File: src/rtl/magic_nmi_ctl_pkg.sv
// Shared types for the magic NMI controller: FSM states,
// config register indices and a register-index validity helper.
package magic_nmi_ctl_pkg;

    typedef enum logic [2:0] {
        IDLE,
        WAIT_ACK,
        CHECK,
        ACTIVE,
        UNMAP,
        REMAP_WAIT
    } magic_state_t;

    localparam logic [7:0] MAGIC_REG_MASK   = 8'h10;
    localparam logic [7:0] MAGIC_REG_CAUSE  = 8'h11;
    localparam logic [7:0] MAGIC_REG_STATUS = 8'h12;
    localparam logic [7:0] MAGIC_REG_PEND   = 8'h13;

    // Indices 0x10..0x13 are the only readable registers.
    function automatic logic reg_valid(input logic [7:0] idx);
        return idx[7:2] == 6'b000100;
    endfunction

endpackage

File: src/rtl/magic_nmi_ctl_nmi_src_arbiter.sv
// NMI source arbiter: rising-edge latch into pending, mask, lowest-bit
// priority grant, clear on take, requeue of a timed-out cause.
// Ports: clk28, rst_n, req, mask, take, requeue, requeue_vec,
//        pending, any_req, grant_onehot.
module nmi_src_arbiter
    import magic_nmi_ctl_pkg::*;
#(
    parameter int NSRC = 4
) (
    input  logic            clk28,
    input  logic            rst_n,
    input  logic [NSRC-1:0] req,
    input  logic [NSRC-1:0] mask,
    input  logic            take,
    input  logic            requeue,
    input  logic [NSRC-1:0] requeue_vec,
    output logic [NSRC-1:0] pending,
    output logic            any_req,
    output logic [NSRC-1:0] grant_onehot
);

    logic [NSRC-1:0] req_q;
    logic [NSRC-1:0] elig;
    logic [NSRC-1:0] set_vec;
    logic [NSRC-1:0] clr_vec;

    assign elig         = pending & mask;
    assign any_req      = |elig;
    // Two's-complement trick isolates the lowest set bit.
    assign grant_onehot = elig & (~elig + NSRC'(1));

    assign set_vec = (req & ~req_q) | (requeue ? requeue_vec : '0);
    assign clr_vec = take ? grant_onehot : '0;

    always_ff @(posedge clk28 or negedge rst_n) begin
        if (!rst_n) begin
            req_q   <= '0;
            pending <= '0;
        end else begin
            req_q   <= req;
            // Set after clear: a simultaneous set wins.
            pending <= (pending & ~clr_vec) | set_vec;
        end
    end

endmodule

File: src/rtl/magic_nmi_ctl.sv
// Multi-source magic-mode NMI controller with ROM signature check,
// exit/remap tracking, NMI timeout and a mask/cause/status config port.
// Ports: clk28, rst_n, ck35, bus_* strobes/address/data, n_int,
//        n_int_next, nmi_req -> n_nmi, magic_mode, magic_map,
//        d_out, d_out_active.
module magic_nmi_ctl
    import magic_nmi_ctl_pkg::*;
#(
    parameter int          NSRC           = 4,
    parameter logic [7:0]  SIG_BYTE       = 8'hEB,
    parameter logic [15:0] ENTRY_ADDR     = 16'h0066,
    parameter logic [15:0] EXIT_ADDR      = 16'hF000,
    parameter logic [15:0] REMAP_ADDR     = 16'hF008,
    parameter logic [7:0]  CFG_PORT       = 8'hFF,
    parameter logic [11:0] NMI_TIMEOUT    = 12'd4095,
    parameter logic        MAGIC_ON_START = 1'b1
) (
    input  logic            clk28,
    input  logic            rst_n,
    input  logic            ck35,
    input  logic            bus_mreq,
    input  logic            bus_ioreq,
    input  logic            bus_m1,
    input  logic            bus_rd,
    input  logic            bus_wr,
    input  logic [15:0]     bus_a,
    input  logic [7:0]      bus_d,
    input  logic            n_int,
    input  logic            n_int_next,
    input  logic [NSRC-1:0] nmi_req,
    output logic            n_nmi,
    output logic            magic_mode,
    output logic            magic_map,
    output logic [7:0]      d_out,
    output logic            d_out_active
);

    magic_state_t    state;
    logic [NSRC-1:0] mask;
    logic [NSRC-1:0] cause;
    logic [NSRC-1:0] pending;
    logic [NSRC-1:0] grant;
    logic            any_req;
    logic [11:0]     timer;
    logic            match;
    logic            seen;
    logic            timeout;
    logic            sig_fail;

    logic       fetch, sig_strobe, mem_rd, entry;
    logic       dispatch, tmo_evt, sig_evt;
    logic       cs, rd_ok, wr_mask, wr_stat;
    logic [7:0] idx;
    logic [7:0] rd_data;

    assign fetch      = bus_m1 & bus_mreq;
    assign sig_strobe = fetch & bus_rd;
    assign mem_rd     = bus_mreq & bus_rd;
    assign entry      = fetch & (bus_a == ENTRY_ADDR);

    assign dispatch = (state == IDLE) & any_req & n_int & ~n_int_next;
    assign tmo_evt  = (state == WAIT_ACK) & ~entry & ck35
                    & (timer == NMI_TIMEOUT - 12'd1);
    // Mismatch resolves on the first cycle after the fetch strobe.
    assign sig_evt  = (state == CHECK) & ~sig_strobe & seen & ~match;

    assign idx     = bus_a[15:8];
    assign cs      = magic_map & bus_ioreq & (bus_a[7:0] == CFG_PORT);
    assign rd_ok   = cs & bus_rd & reg_valid(idx);
    assign wr_mask = cs & bus_wr & (idx == MAGIC_REG_MASK);
    assign wr_stat = cs & bus_wr & (idx == MAGIC_REG_STATUS);

    nmi_src_arbiter #(.NSRC(NSRC)) u_arb (
        .clk28        (clk28),
        .rst_n        (rst_n),
        .req          (nmi_req),
        .mask         (mask),
        .take         (dispatch),
        .requeue      (tmo_evt),
        .requeue_vec  (cause),
        .pending      (pending),
        .any_req      (any_req),
        .grant_onehot (grant)
    );

    always_ff @(posedge clk28 or negedge rst_n) begin
        if (!rst_n) begin
            state      <= MAGIC_ON_START ? CHECK : IDLE;
            n_nmi      <= 1'b1;
            magic_mode <= MAGIC_ON_START;
            magic_map  <= MAGIC_ON_START;
            cause      <= '0;
            timer      <= '0;
            match      <= 1'b0;
            seen       <= 1'b0;
        end else begin
            case (state)
                IDLE: if (dispatch) begin
                    cause      <= grant;
                    n_nmi      <= 1'b0;
                    magic_mode <= 1'b1;
                    timer      <= '0;
                    state      <= WAIT_ACK;
                end
                WAIT_ACK: if (entry) begin
                    n_nmi     <= 1'b1;
                    magic_map <= 1'b1;
                    seen      <= 1'b0;
                    state     <= CHECK;
                end else if (tmo_evt) begin
                    n_nmi      <= 1'b1;
                    magic_mode <= 1'b0;
                    state      <= IDLE;
                end else if (ck35) begin
                    timer <= timer + 12'd1;
                end
                CHECK: if (sig_strobe) begin
                    match <= (bus_d == SIG_BYTE);
                    seen  <= 1'b1;
                end else if (seen) begin
                    seen <= 1'b0;
                    if (match) begin
                        state <= ACTIVE;
                    end else begin
                        magic_mode <= 1'b0;
                        magic_map  <= 1'b0;
                        state      <= IDLE;
                    end
                end
                ACTIVE: if (mem_rd && bus_a == EXIT_ADDR) begin
                    state <= UNMAP;
                end else if (mem_rd && bus_a == REMAP_ADDR) begin
                    state <= REMAP_WAIT;
                end
                UNMAP: if (!bus_mreq) begin
                    magic_map  <= 1'b0;
                    magic_mode <= 1'b0;
                    state      <= IDLE;
                end
                // magic_map doubles as the "already unmapped" phase flag.
                REMAP_WAIT: if (magic_map) begin
                    if (!bus_mreq) magic_map <= 1'b0;
                end else if (fetch) begin
                    magic_map <= 1'b1;
                    state     <= ACTIVE;
                end
                default: state <= IDLE;
            endcase
        end
    end

    always_ff @(posedge clk28 or negedge rst_n) begin
        if (!rst_n) begin
            mask     <= '1;
            timeout  <= 1'b0;
            sig_fail <= 1'b0;
        end else begin
            if (wr_mask) mask <= bus_d[NSRC-1:0];
            timeout  <= tmo_evt
                      | (timeout & ~(wr_stat & bus_d[1]));
            sig_fail <= sig_evt
                      | (sig_fail & ~(wr_stat & bus_d[0]));
        end
    end

    always_comb begin
        rd_data = 8'h00;
        unique case (1'b1)
            (idx == MAGIC_REG_MASK):   rd_data = 8'(mask);
            (idx == MAGIC_REG_CAUSE):  rd_data = 8'(cause);
            (idx == MAGIC_REG_STATUS): rd_data = {6'b0, timeout, sig_fail};
            (idx == MAGIC_REG_PEND):   rd_data = 8'(pending);
            default:                   rd_data = 8'h00;
        endcase
    end

    always_ff @(posedge clk28 or negedge rst_n) begin
        if (!rst_n) begin
            d_out_active <= 1'b0;
            d_out        <= 8'h00;
        end else begin
            d_out_active <= rd_ok;
            d_out        <= rd_ok ? rd_data : 8'h00;
        end
    end

endmodule
File: config.mk
export PLATFORM = sky130hd
export DESIGN_NAME = magic_nmi_ctl
export DESIGN_NICKNAME = d
export VERILOG_FILES = /design/src/rtl/magic_nmi_ctl_pkg.sv /design/src/rtl/magic_nmi_ctl_nmi_src_arbiter.sv /design/src/rtl/magic_nmi_ctl.sv
export SDC_FILE = /design/constraint.sdc
export NUM_CORES = 1
export LEC_CHECK = 0
export BUFFER_PORTS_ARGS = -buffer_cell sky130_fd_sc_hd__buf_2
export CAP_MARGIN = 10
export CORE_ASPECT_RATIO = 0.5
export CORE_MARGIN = 4
export CORE_UTILIZATION = 55
export CTS_CLUSTER_DIAMETER = 30
export DETAILED_ROUTE_END_ITERATION = 10
export GPL_TIMING_DRIVEN = 1
export PLACE_DENSITY = 0.8
export SLEW_MARGIN = 30
export SYNTH_ARGS = -nofsm -noshare
export SYNTH_HDL_FRONTEND = slang
export SYNTH_HIERARCHICAL = 1
export SYNTH_SLANG_ARGS = --single-unit
File: constraint.sdc
create_clock -name clk28 -period 3.2 [get_ports clk28]
set_input_delay 0.32 -clock clk28 [delete_from_list [all_inputs] [get_ports clk28]]
set_output_delay 0.32 -clock clk28 [all_outputs]
set_load 0.02 [all_outputs]
==> reports/summary.json, run 1 <==
{
  "postSynthAreaPerCell": {"value": 9.42, "unit": "sq um"},
  "post-synth-top-count-cell": {"value": "sky130_fd_sc_hd__nand2_1"},
  "clock_tree_from_tritoncts": {"value": "built"},
  "port_buffers": {"value": 45},
  "drt.antenna.violating_nets": {"value": 0},
  "dominantRegCellSynth": {"value": "sky130_fd_sc_hd__dfrtp_1"},
  "clkLatencyLatePin": {"value": 0.30, "unit": "ns"},
  "drc_errors": {"value": 0},
  "synthTopCellsByArea": {"value": "sky130_fd_sc_hd__dfrtp_1 (35%), sky130_fd_sc_hd__dfstp_2 (8.4%), sky130_fd_sc_hd__nand2_1 (5.9%), sky130_fd_sc_hd__o21ai_0 (3.0%), sky130_fd_sc_hd__nand3_1 (2.8%)"},
  "synth.cells.most_frequent": {"value": "sky130_fd_sc_hd__nand2_1 (39), sky130_fd_sc_hd__dfrtp_1 (35), sky130_fd_sc_hd__o21ai_0 (15), sky130_fd_sc_hd__nand3_1 (14), sky130_fd_sc_hd__nor2_1 (13)"},
  "setup_viol_count_final": {"value": 0},
  "drt_wl_total": {"value": 6280, "unit": "microns"},
  "ctsRootBufferMaster": {"value": "sky130_fd_sc_hd__clkbuf_8"},
  "clock-sinks": {"value": 43},
  "vias": {"value": 2272},
  "rsz0062_at_grt": {"value": "false"},
  "required": {"value": 3.38, "unit": "ns"},
  "relSlewSlack": {"value": 0.518},
  "synth-edff-count": {"value": 0},
  "layout.nets": {"value": 348},
  "finalWorstSetupSlack": {"value": 0.687, "unit": "ns"},
  "grt_start_max_net_pins": {"value": 44},
  "dieArea": {"value": 0.00575, "unit": "sq mm"},
  "detailedPlace.worstSlack": {"value": 0.701, "unit": "ns"},
  "multi_input_area": {"value": 0.00133, "unit": "sq mm"},
  "synth.yosys.seq_area_share": {"value": 0.435},
  "p_per_area": {"value": 474, "unit": "mW/mm^2"},
  "failed_checks": {"value": "hold timing"},
  "post-route-cell-area": {"value": 0.00283, "unit": "sq mm"},
  "drive_above_1_share": {"value": 0.262},
  "detailedRoute.firstIterationViolations": {"value": 146},
  "worst_ep_arrival_time": {"value": 2.70, "unit": "ns"},
  "floorplan.rows": {"value": 16},
  "post_layout_nonfiller_instances": {"value": 363},
  "postSynth.asyncResetShare": {"value": 1.00},
  "start_util": {"value": 0.605},
  "timing_worst_slew_pin_value": {"value": 0.722, "unit": "ns"},
  "placed_cells": {"value": 355},
  "placed_standard_cell_area": {"value": 0.00274, "unit": "sq mm"},
  "synthesis.yosys.warnings": {"value": 6},
  "setup_total_negative_slack": {"value": 0, "unit": "ns"},
  "first_pass_iters": {"value": 5},
  "clock_skew": {"value": 0.00636, "unit": "ns"},
  "hold_worst_slack": {"value": -0.0115, "unit": "ns"},
  "crit_fanout": {"value": 17},
  "fmaxAchievable": {"value": 0.398, "unit": "GHz"},
  "crit_type": {"value": "reg2reg"},
  "post_cts_setup_buffer_count": {"value": 0},
  "syn2layout_area_growth": {"value": 13.4, "unit": "%"},
  "place_congestion": {"value": 0.969},
  "worst_hold_path_type": {"value": "in2async"},
  "grt_overflow_total": {"value": 0},
  "num_antenna_cells": {"value": 0},
  "fill_cells": {"value": 322},
  "run_status": {"value": "finished with violations"},
  "netlist_instances": {"value": 265},
  "wl_per_cell": {"value": 17.3, "unit": "microns"},
  "hpwlAfterDp": {"value": 4740, "unit": "microns"},
  "core_region_area": {"value": 0.00412, "unit": "sq mm"},
  "max-clock-path-buffers": {"value": 2},
  "cts_hold_buf": {"value": 0},
  "ys_types": {"value": 64},
  "report.final.slew_viol_count": {"value": 0},
  "seqCellArea": {"value": 0.00109, "unit": "sq mm"},
  "wire_length_of_the_first_global_routing_pass": {"value": 10500, "unit": "microns"},
  "die-width": {"value": 103, "unit": "microns"},
  "total_leakage_power": {"value": 1.24, "unit": "nW"},
  "register_bit_count_reported_by_yosys": {"value": 43},
  "maxCapViolCount": {"value": 0},
  "viasPerCell": {"value": 6.26},
  "finalCritPeriodShare": {"value": 0.785},
  "die_y": {"value": 55.6, "unit": "microns"},
  "worst_ir_drop_vdd": {"value": 0.315, "unit": "mV"},
  "clk_pin_slew_worst_paths": {"value": 0.09, "unit": "ns"},
  "syn_area": {"value": 0.00250, "unit": "sq mm"},
  "number_of_global_route_vias_before_repair": {"value": 2098},
  "post_cts_resized": {"value": 0},
  "antenna_found_initial": {"value": 0},
  "worst_setup_sp_type": {"value": "flop"},
  "ios": {"value": 50},
  "htreeDepth": {"value": 2},
  "hold_violations": {"value": 4},
  "netlist.top_cell.by_area": {"value": "sky130_fd_sc_hd__dfrtp_1"},
  "fin_crit": {"value": 2.51, "unit": "ns"},
  "worst_setup_ep_type": {"value": "flop"},
  "tritoncts.num_buffers": {"value": 5},
  "global_route.usage.total": {"value": 0.230},
  "synthDominantCellAreaShare": {"value": 0.351}
}
==> worst max-delay path, stage by stage (launching register included) <==
cell and delay, ns:
sky130_fd_sc_hd__dfstp_2 0.60, sky130_fd_sc_hd__a222oi_1 0.16, sky130_fd_sc_hd__nand2_1 0.09, sky130_fd_sc_hd__nand3b_1 0.19, sky130_fd_sc_hd__or2_2 0.44, sky130_fd_sc_hd__inv_1 0.43
sky130_fd_sc_hd__nand3_1 0.15, sky130_fd_sc_hd__a221o_1 0.34
==> through the flow <==
| step | total power, mW | utilization | hold WS (ns) |
|---|---|---|---|
| after CTS | 1.34 | 0.686 | 0.127 |
| after detailed placement | 0.981 | 0.664 | 0.440 |
| final | 1.34 | 0.687 | -0.0115 |
| after global routing | 1.42 | 0.687 | 0.0336 |
| after floorplan | 0.874 | - | 0.0244 |
| after global placement | 0.968 | 0.664 | 0.438 |
==> flip-flops by register name (all words and copies together) (netlist names) <==
| register | cells |
|---|---|
| timeout | 1 |
| state | 3 |
| d_out | 4 |
| sig_fail | 1 |
| mask | 4 |
| u_arb/req_q | 4 |
| magic_map | 1 |
| timer | 12 |
| d_out_active | 1 |
| cause | 4 |
| u_arb/pending | 4 |
| match | 1 |
| seen | 1 |
| magic_mode | 1 |
| n_nmi | 1 |
==> area by class of cell <==
| type | count | share of cell area |
|---|---|---|
| Clock buffer | 5 | 0.0243 |
| Clock inverter | 3 | 0.00840 |
| Inverter | 8 | 0.0106 |
| Multi-Input combinational cell | 205 | 0.469 |
| Sequential cell | 43 | 0.384 |
| Tap cell | 54 | 0.0239 |
| Timing Repair Buffer | 45 | 0.0804 |
==> per-layer routing <==
| layer | share of wire | routed length (microns) | global-route usage | vias up |
|---|---|---|---|---|
| met2 | 0.46 | 2860 | 0.345 | 103 |
| met1 | 0.47 | 2940 | 0.353 | 1084 |
| li1 | - | - | - | 1081 |
| met5 | 0 | 0 | 0 | - |
| met3 | 0.074 | 467 | 0.0451 | 4 |
| met4 | 0.0018 | 11 | 0.0258 | 0 |
==> where the power goes <==
group	internal (mW)	leakage, nW	total [mW]	switching [mW]
sequential	0.595	0.537	0.668	0.0731
clock	0.156	0.0408	0.363	0.207
combinational	0.121	0.665	0.312	0.191
total	0.873	1.24	1.34	0.471
==> cells in the final DEF (no fill, tap or decap), types with 5 or more instances in the layout <==
master,instances
sky130_fd_sc_hd__nor2b_1,10
sky130_fd_sc_hd__dfstp_2,8
sky130_fd_sc_hd__o211ai_1,5
sky130_fd_sc_hd__o31ai_1,5
sky130_fd_sc_hd__clkbuf_8,5
sky130_fd_sc_hd__buf_2,44
sky130_fd_sc_hd__a31oi_1,5
sky130_fd_sc_hd__or4_1,6
sky130_fd_sc_hd__nand2_1,39
sky130_fd_sc_hd__nor2_1,13
sky130_fd_sc_hd__or3_1,5
sky130_fd_sc_hd__dfrtp_1,35
sky130_fd_sc_hd__nand4_1,7
sky130_fd_sc_hd__a21oi_1,11
sky130_fd_sc_hd__nand3_1,14
sky130_fd_sc_hd__o21ai_0,15
sky130_fd_sc_hd__inv_1,7
==> worst paths after layout <==
check	slack, ns	end	cells after the start	start
setup reg to reg	0.69	u_arb/pending[3]$_DFF_PN0_	7	mask[0]$_DFFE_PN1P_
setup / recovery	0.69	u_arb/pending[3]$_DFF_PN0_	7	mask[0]$_DFFE_PN1P_
min in group clk28	0.13	u_arb/req_q[2]$_DFF_PN0_	1	nmi_req[2]
hold reg to reg	0.52	cause[0]$_DFFE_PN0P_	2	cause[0]$_DFFE_PN0P_
hold / removal	-0.01	state[0]$_DFFE_PN0P_	1	rst_n
max in group asynchronous	2.82	mask[2]$_DFFE_PN1P_	1	rst_n
==> cells by family after synthesis <==
group | count (synthesis) | share of synthesized area
AO/OA/AOI/OAI | 64 | 0.176
adder cells (fa/ha/maj) | 2 | 0.0100
buffers and inverters | 20 | 0.0376
flip-flops | 43 | 0.435
multiplexers | 9 | 0.0481
other | 1 | 0.00150
AND/OR/NAND/NOR | 126 | 0.291
(Power assumes the default switching activity.)
==> inputs of run 2 (changes only) <==
--- a/config.mk
+++ b/config.mk
@@ -9,11 +9,11 @@
 export CAP_MARGIN = 10
 export CORE_ASPECT_RATIO = 0.5
 export CORE_MARGIN = 4
-export CORE_UTILIZATION = 55
+export CORE_UTILIZATION = 50
 export CTS_CLUSTER_DIAMETER = 30
 export DETAILED_ROUTE_END_ITERATION = 10
 export GPL_TIMING_DRIVEN = 1
-export PLACE_DENSITY = 0.8
+export PLACE_DENSITY = 0.76
 export SLEW_MARGIN = 30
 export SYNTH_ARGS = -nofsm -noshare
 export SYNTH_HDL_FRONTEND = slang
==> constraint.sdc (replaced) <==
create_clock -name clk28 -period 2.2 [get_ports clk28]
set_input_delay 0.22 -clock clk28 [delete_from_list [all_inputs] [get_ports clk28]]
set_output_delay 0.22 -clock clk28 [all_outputs]
set_load 0.02 [all_outputs]
==> reports/summary.json, run 2 (synthesized netlist as in run 1, its figures left out) <==
{
  "num_antenna_cells": {"value": 0},
  "clock_tree_from_tritoncts": {"value": "built"},
  "crit_type": {"value": "reg2reg"},
  "p_per_area": {"value": 714, "unit": "mW/mm^2"},
  "detailedRoute.firstIterationViolations": {"value": 205},
  "wl_per_cell": {"value": 17.7, "unit": "microns"},
  "rsz0062_at_grt": {"value": "true"},
  "first_pass_iters": {"value": 5},
  "critical-path-slowest-cell": {"value": "sky130_fd_sc_hd__or4b_1"},
  "grt_start_max_net_pins": {"value": 20},
  "start_util": {"value": 0.543},
  "crit_path_frequent_cell": {"value": "sky130_fd_sc_hd__buf_4"},
  "tritoncts.num_buffers": {"value": 5},
  "setup_slack_on_the_worst_flop_to_flop_path": {"value": -0.08, "unit": "ns"},
  "vias": {"value": 2492},
  "global_route.usage.total": {"value": 0.244},
  "core_region_area": {"value": 0.00459, "unit": "sq mm"},
  "report.final.slew_viol_count": {"value": 0},
  "wire_length_of_the_first_global_routing_pass": {"value": 11900, "unit": "microns"},
  "hpwlAfterDp": {"value": 5360, "unit": "microns"},
  "rr_worst_depth": {"value": 9},
  "fill_cells": {"value": 373},
  "placed_cells": {"value": 393},
  "drive_above_1_share": {"value": 0.343},
  "clock_skew": {"value": 0.00462, "unit": "ns"},
  "fmaxAchievable": {"value": 0.439, "unit": "GHz"},
  "regMostFlops": {"value": "timer"},
  "setup_viol_count_final": {"value": 5},
  "port_buffers": {"value": 45},
  "worstHoldPathCells": {"value": 1},
  "syn2layout_area_growth": {"value": 27.2, "unit": "%"},
  "grt_overflow_total": {"value": 0},
  "whs_endpoint": {"value": "u_arb/req_q[0]$_DFF_PN0_"},
  "min-delay-start": {"value": "nmi_req[0]"},
  "worst_hold_path_type": {"value": "in2reg"},
  "htreeDepth": {"value": 2},
  "die_y": {"value": 58.0, "unit": "microns"},
  "max-clock-path-buffers": {"value": 2},
  "total_leakage_power": {"value": 1.42, "unit": "nW"},
  "drc_errors": {"value": 0},
  "clkLatencyLatePin": {"value": 0.30, "unit": "ns"},
  "timing.critical_path.slowest_cell_delay": {"value": 0.50, "unit": "ns"},
  "worstPathCellList": {"value": "a222oi_1 -> buf_4 -> nand2_2 -> nand3b_1 -> buf_4 -> nor3_1 -> a31oi_1 -> o21ai_1 -> or4b_1"},
  "setup_total_negative_slack": {"value": -0.165, "unit": "ns"},
  "antenna_found_initial": {"value": 0},
  "most_used_cells_in_the_layout_excluding_fill_and_tap_cells": {"value": "sky130_fd_sc_hd__buf_2 (45), sky130_fd_sc_hd__nand2_1 (38), sky130_fd_sc_hd__dfrtp_1 (35), sky130_fd_sc_hd__buf_4 (30)"},
  "post_layout_nonfiller_instances": {"value": 407},
  "hold_violations": {"value": 0},
  "ctsRootBufferMaster": {"value": "sky130_fd_sc_hd__clkbuf_8"},
  "worst_setup_ep_type": {"value": "flop"},
  "finalCoreUtilization": {"value": 0.691},
  "required": {"value": 2.37, "unit": "ns"},
  "number_of_global_route_vias_before_repair": {"value": 2421},
  "crit_fanout": {"value": 5},
  "largest_register_ffs": {"value": 12},
  "maxCapViolCount": {"value": 0},
  "timing.rr.end": {"value": "state[0]$_DFFE_PN0P_"},
  "post-layout-total-power": {"value": 2.27, "unit": "mW"},
  "worst_ep_arrival_time": {"value": 2.45, "unit": "ns"},
  "ios": {"value": 50},
  "finalCritPeriodShare": {"value": 1.04},
  "dieArea": {"value": 0.00626, "unit": "sq mm"},
  "worst_ir_drop_vdd": {"value": 0.440, "unit": "mV"},
  "failed_checks": {"value": "setup timing"},
  "final_common_cell": {"value": "sky130_fd_sc_hd__buf_2"},
  "drt.antenna.violating_nets": {"value": 0},
  "place_congestion": {"value": 0.915},
  "run_status": {"value": "finished with violations"},
  "viasPerCell": {"value": 6.12},
  "layout.nets": {"value": 380},
  "worst_setup_sp_type": {"value": "flop"},
  "rr_startpoint": {"value": "u_arb/pending[0]$_DFF_PN0_"},
  "clk_pin_slew_worst_paths": {"value": 0.09, "unit": "ns"},
  "detailedPlace.worstSlack": {"value": -0.0717, "unit": "ns"},
  "floorplan.rows": {"value": 17},
  "clock-sinks": {"value": 43},
  "die-width": {"value": 108, "unit": "microns"},
  "finalWorstSetupSlack": {"value": -0.0789, "unit": "ns"},
  "drt_wl_total": {"value": 7190, "unit": "microns"},
  "fin_crit": {"value": 2.28, "unit": "ns"}
}
-- run 2: how the worst max path moves through the flow --
stage	endpoint	slack (ns)	cells past startpoint	from
5_1_grt	state[0]$_DFFE_PN0P_	-0.16	9	u_arb/pending[0]$_DFF_PN0_
6_report	state[0]$_DFFE_PN0P_	-0.08	9	u_arb/pending[0]$_DFF_PN0_
4_1_cts	state[0]$_DFFE_PN0P_	-0.004	7	mask[0]$_DFFE_PN1P_
3_5_place_dp	timer[7]$_DFFE_PN0P_	-0.07	8	mask[1]$_DFFE_PN1P_
2_1_floorplan	u_arb/pending[0]$_DFF_PN0_	0.03	8	state[2]$_DFFE_PN0P_
3_3_place_gp	timer[7]$_DFFE_PN0P_	-0.03	8	mask[1]$_DFFE_PN1P_
-- run 2: worst max-delay path: cells and delay by family (launching register included) --
kind	cells	cell delay (ns)
AO/OA/AOI/OAI	3	0.60
buffers and inverters	2	0.35
flip-flops	1	0.38
AND/OR/NAND/NOR	4	0.80
-- run 2: repair_timing --
item / CTS / global route
pin swaps: 1 / 5
resized for setup: 2 / 5
setup buffers: 0 / 5
endpoints found under the setup margin: 3 / 14
hold endpoints to repair: 11 / 0
hold buffers: 1 / 0
-- run 2: power by group --
part,internal [mW],switching [mW]
clock,0.453,0.297
sequential,0.866,0.0789
combinational,0.240,0.332
total,1.56,0.708
-- run 2: routing by layer --
metal | wire [microns] | part of all wire | global-route usage | vias to the layer above
met5 | 0 | 0 | 0 | -
met4 | 45 | 0.0063 | 0.0612 | 0
met3 | 636 | 0.089 | 0.0523 | 8
met2 | 3410 | 0.47 | 0.405 | 141
met1 | 3090 | 0.43 | 0.330 | 1204
li1 | - | - | - | 1139
-- run 2: per-stage QoR --
step | area [sq um] | hold WS [ns]
finish | 3180 | 0.0323
global route | 3180 | 0.0245
CTS | 3120 | 0.0260
detailed placement | 2960 | 0.189
global placement | 2960 | 0.183
floorplan | 2510 | -0.0756
-- run 2: final cells by class --
| cell class | count | area (sq um) | share of cell area |
|---|---|---|---|
| Inverter | 8 | 33.8 | 0.0106 |
| Tap cell | 66 | 82.6 | 0.0260 |
| Sequential cell | 43 | 1090 | 0.342 |
| Timing Repair Buffer | 77 | 480 | 0.151 |
| Clock buffer | 5 | 68.8 | 0.0217 |
| Multi-Input combinational cell | 205 | 1360 | 0.427 |
| Clock inverter | 3 | 67.6 | 0.0213 |
==> inputs of run 3 (changes only) <==
--- a/config.mk
+++ b/config.mk
@@ -9,11 +9,12 @@
 export CAP_MARGIN = 10
 export CORE_ASPECT_RATIO = 0.5
 export CORE_MARGIN = 4
-export CORE_UTILIZATION = 50
+export CORE_UTILIZATION = 51
+export CTS_BUF_LIST = sky130_fd_sc_hd__clkbuf_8
 export CTS_CLUSTER_DIAMETER = 30
 export DETAILED_ROUTE_END_ITERATION = 10
 export GPL_TIMING_DRIVEN = 1
-export PLACE_DENSITY = 0.76
+export PLACE_DENSITY = 0.78
 export SLEW_MARGIN = 30
 export SYNTH_ARGS = -nofsm -noshare
 export SYNTH_HDL_FRONTEND = slang
==> reports/summary.json, run 3 (synthesized netlist as in run 1, its figures left out) <==
{
  "core_region_area": {"value": 0.00455, "unit": "sq mm"},
  "detailedPlace.worstSlack": {"value": -0.0625, "unit": "ns"},
  "drive_above_1_share": {"value": 0.331},
  "hold_violations": {"value": 0},
  "die_y": {"value": 57.5, "unit": "microns"},
  "regMostFlops": {"value": "timer"},
  "maxCapViolCount": {"value": 0},
  "setup_viol_count_final": {"value": 0},
  "worst_ir_drop_vdd": {"value": 0.640, "unit": "mV"},
  "report.final.slew_viol_count": {"value": 0},
  "vias": {"value": 2440},
  "htreeDepth": {"value": 2},
  "place_congestion": {"value": 0.933},
  "drt.antenna.violating_nets": {"value": 0},
  "syn2layout_area_growth": {"value": 23.9, "unit": "%"},
  "clk_pin_slew_worst_paths": {"value": 0.10, "unit": "ns"},
  "clock-sinks": {"value": 43},
  "finalWorstSetupSlack": {"value": 0.0357, "unit": "ns"},
  "crit_type": {"value": "reg2reg"},
  "clock_tree_from_tritoncts": {"value": "built"},
  "port_buffers": {"value": 45},
  "crit_fanout": {"value": 4},
  "whs_endpoint": {"value": "u_arb/req_q[1]$_DFF_PN0_"},
  "die-width": {"value": 107, "unit": "microns"},
  "setup_slack_on_the_worst_flop_to_flop_path": {"value": 0.04, "unit": "ns"},
  "clock_skew": {"value": 0.00700, "unit": "ns"},
  "grt_overflow_total": {"value": 0},
  "num_antenna_cells": {"value": 0},
  "finalCoreUtilization": {"value": 0.679},
  "p_per_area": {"value": 661, "unit": "mW/mm^2"},
  "final_common_cell": {"value": "sky130_fd_sc_hd__buf_2"},
  "most_used_cells_in_the_layout_excluding_fill_and_tap_cells": {"value": "sky130_fd_sc_hd__buf_2 (45), sky130_fd_sc_hd__nand2_1 (39), sky130_fd_sc_hd__dfrtp_1 (35), sky130_fd_sc_hd__buf_4 (31)"},
  "first_pass_iters": {"value": 5},
  "max-clock-path-buffers": {"value": 2},
  "grt_start_max_net_pins": {"value": 20},
  "viasPerCell": {"value": 6.00},
  "finalCritPeriodShare": {"value": 0.984},
  "hpwlAfterDp": {"value": 5230, "unit": "microns"},
  "rsz0062_at_grt": {"value": "true"},
  "worstHoldPathCells": {"value": 1},
  "drt_wl_total": {"value": 6780, "unit": "microns"},
  "worst_setup_ep_type": {"value": "flop"},
  "fin_crit": {"value": 2.16, "unit": "ns"},
  "rr_startpoint": {"value": "u_arb/pending[0]$_DFF_PN0_"},
  "drc_errors": {"value": 0},
  "worst_setup_sp_type": {"value": "flop"},
  "run_status": {"value": "completed"},
  "tritoncts.num_buffers": {"value": 5},
  "fmaxAchievable": {"value": 0.462, "unit": "GHz"},
  "floorplan.rows": {"value": 17},
  "layout.nets": {"value": 380},
  "largest_register_ffs": {"value": 12},
  "clkLatencyLatePin": {"value": 0.30, "unit": "ns"},
  "min-delay-start": {"value": "nmi_req[1]"},
  "start_util": {"value": 0.548},
  "ctsRootBufferMaster": {"value": "sky130_fd_sc_hd__clkbuf_8"},
  "number_of_global_route_vias_before_repair": {"value": 2302},
  "detailedRoute.firstIterationViolations": {"value": 172},
  "ios": {"value": 50},
  "required": {"value": 2.38, "unit": "ns"},
  "worst_ep_arrival_time": {"value": 2.35, "unit": "ns"},
  "total_leakage_power": {"value": 1.40, "unit": "nW"},
  "wire_length_of_the_first_global_routing_pass": {"value": 11300, "unit": "microns"},
  "worst_hold_path_type": {"value": "in2reg"},
  "antenna_found_initial": {"value": 0},
  "global_route.usage.total": {"value": 0.232},
  "timing.rr.end": {"value": "state[0]$_DFFE_PN0P_"},
  "rr_worst_depth": {"value": 8},
  "wl_per_cell": {"value": 16.6, "unit": "microns"},
  "dieArea": {"value": 0.00615, "unit": "sq mm"}
}
run 3: metal layers:
layer	vias to the layer above	GRT usage	share of wire
li1	1140	-	-
met1	1151	0.328	0.45
met2	139	0.354	0.44
met5	-	0	0
met3	10	0.0757	0.10
met4	0	0.0455	0.0097
run 3: stage by stage:
stage | power (mW) | setup TNS, ns | area (sq um) | std cells | hold slack (ns)
2_1_floorplan | 1.27 | 0 | 2510 | 268 | -0.0756
3_3_place_gp | 1.49 | -0.0841 | 2980 | 397 | 0.0564
3_5_place_dp | 1.50 | -0.0625 | 2980 | 397 | 0.0582
4_1_cts | 2.04 | 0 | 3080 | 406 | 0.0268
5_1_grt | 2.16 | -0.481 | 3090 | 407 | 0.0239
6_report | 2.04 | 0 | 3090 | 407 | 0.0326
run 3: worst max-delay path, cell delays in order (launching register included):
cell,delay (ns)
sky130_fd_sc_hd__dfrtp_1,0.39
sky130_fd_sc_hd__a222oi_1,0.45
sky130_fd_sc_hd__nand2_1,0.10
sky130_fd_sc_hd__nand3b_1,0.20
sky130_fd_sc_hd__buf_4,0.16
sky130_fd_sc_hd__nor3_2,0.03
sky130_fd_sc_hd__a31oi_1,0.16
sky130_fd_sc_hd__o21ai_1,0.07
sky130_fd_sc_hd__or4b_1,0.49
run 3: power breakdown:
group	switching [mW]	leakage, nW	internal (mW)	total [mW]
Combinational	0.323	0.825	0.242	0.565
Clock	0.314	0.0408	0.228	0.542
Sequential	0.0714	0.537	0.866	0.937
run 3: worst max-delay path by stage:
stage,startpoint,to,slack (ns),cells past startpoint
after floorplan,state[2]$_DFFE_PN0P_,u_arb/pending[0]$_DFF_PN0_,0.03,8
after global placement,bus_a[13],timer[7]$_DFFE_PN0P_,-0.08,7
after detailed placement,bus_a[13],timer[7]$_DFFE_PN0P_,-0.06,7
after CTS,u_arb/pending[0]$_DFF_PN0_,state[0]$_DFFE_PN0P_,0.06,8
after global routing,mask[0]$_DFFE_PN1P_,timer[10]$_DFFE_PN0P_,-0.09,8
final,u_arb/pending[0]$_DFF_PN0_,state[0]$_DFFE_PN0P_,0.04,8
run 3: final cells by class:
cell class	count	area (sq um)
fillers	363	1460
multi-input cells	205	1330
flip-flops and latches	43	1090
repair buffers	77	468
well taps	66	82.6
clock buffers	5	68.8
inverters	8	30.0
clock inverters	3	23.8
run 3: repair_timing:
| item | CTS | global route |
|---|---|---|
| hold endpoints to repair | 5 | 0 |
| buffers inserted | 0 | 1 |
| hold buffers | 1 | 0 |
| endpoints found under the setup margin | 0 | 6 |
| resized for setup | 0 | 2 |
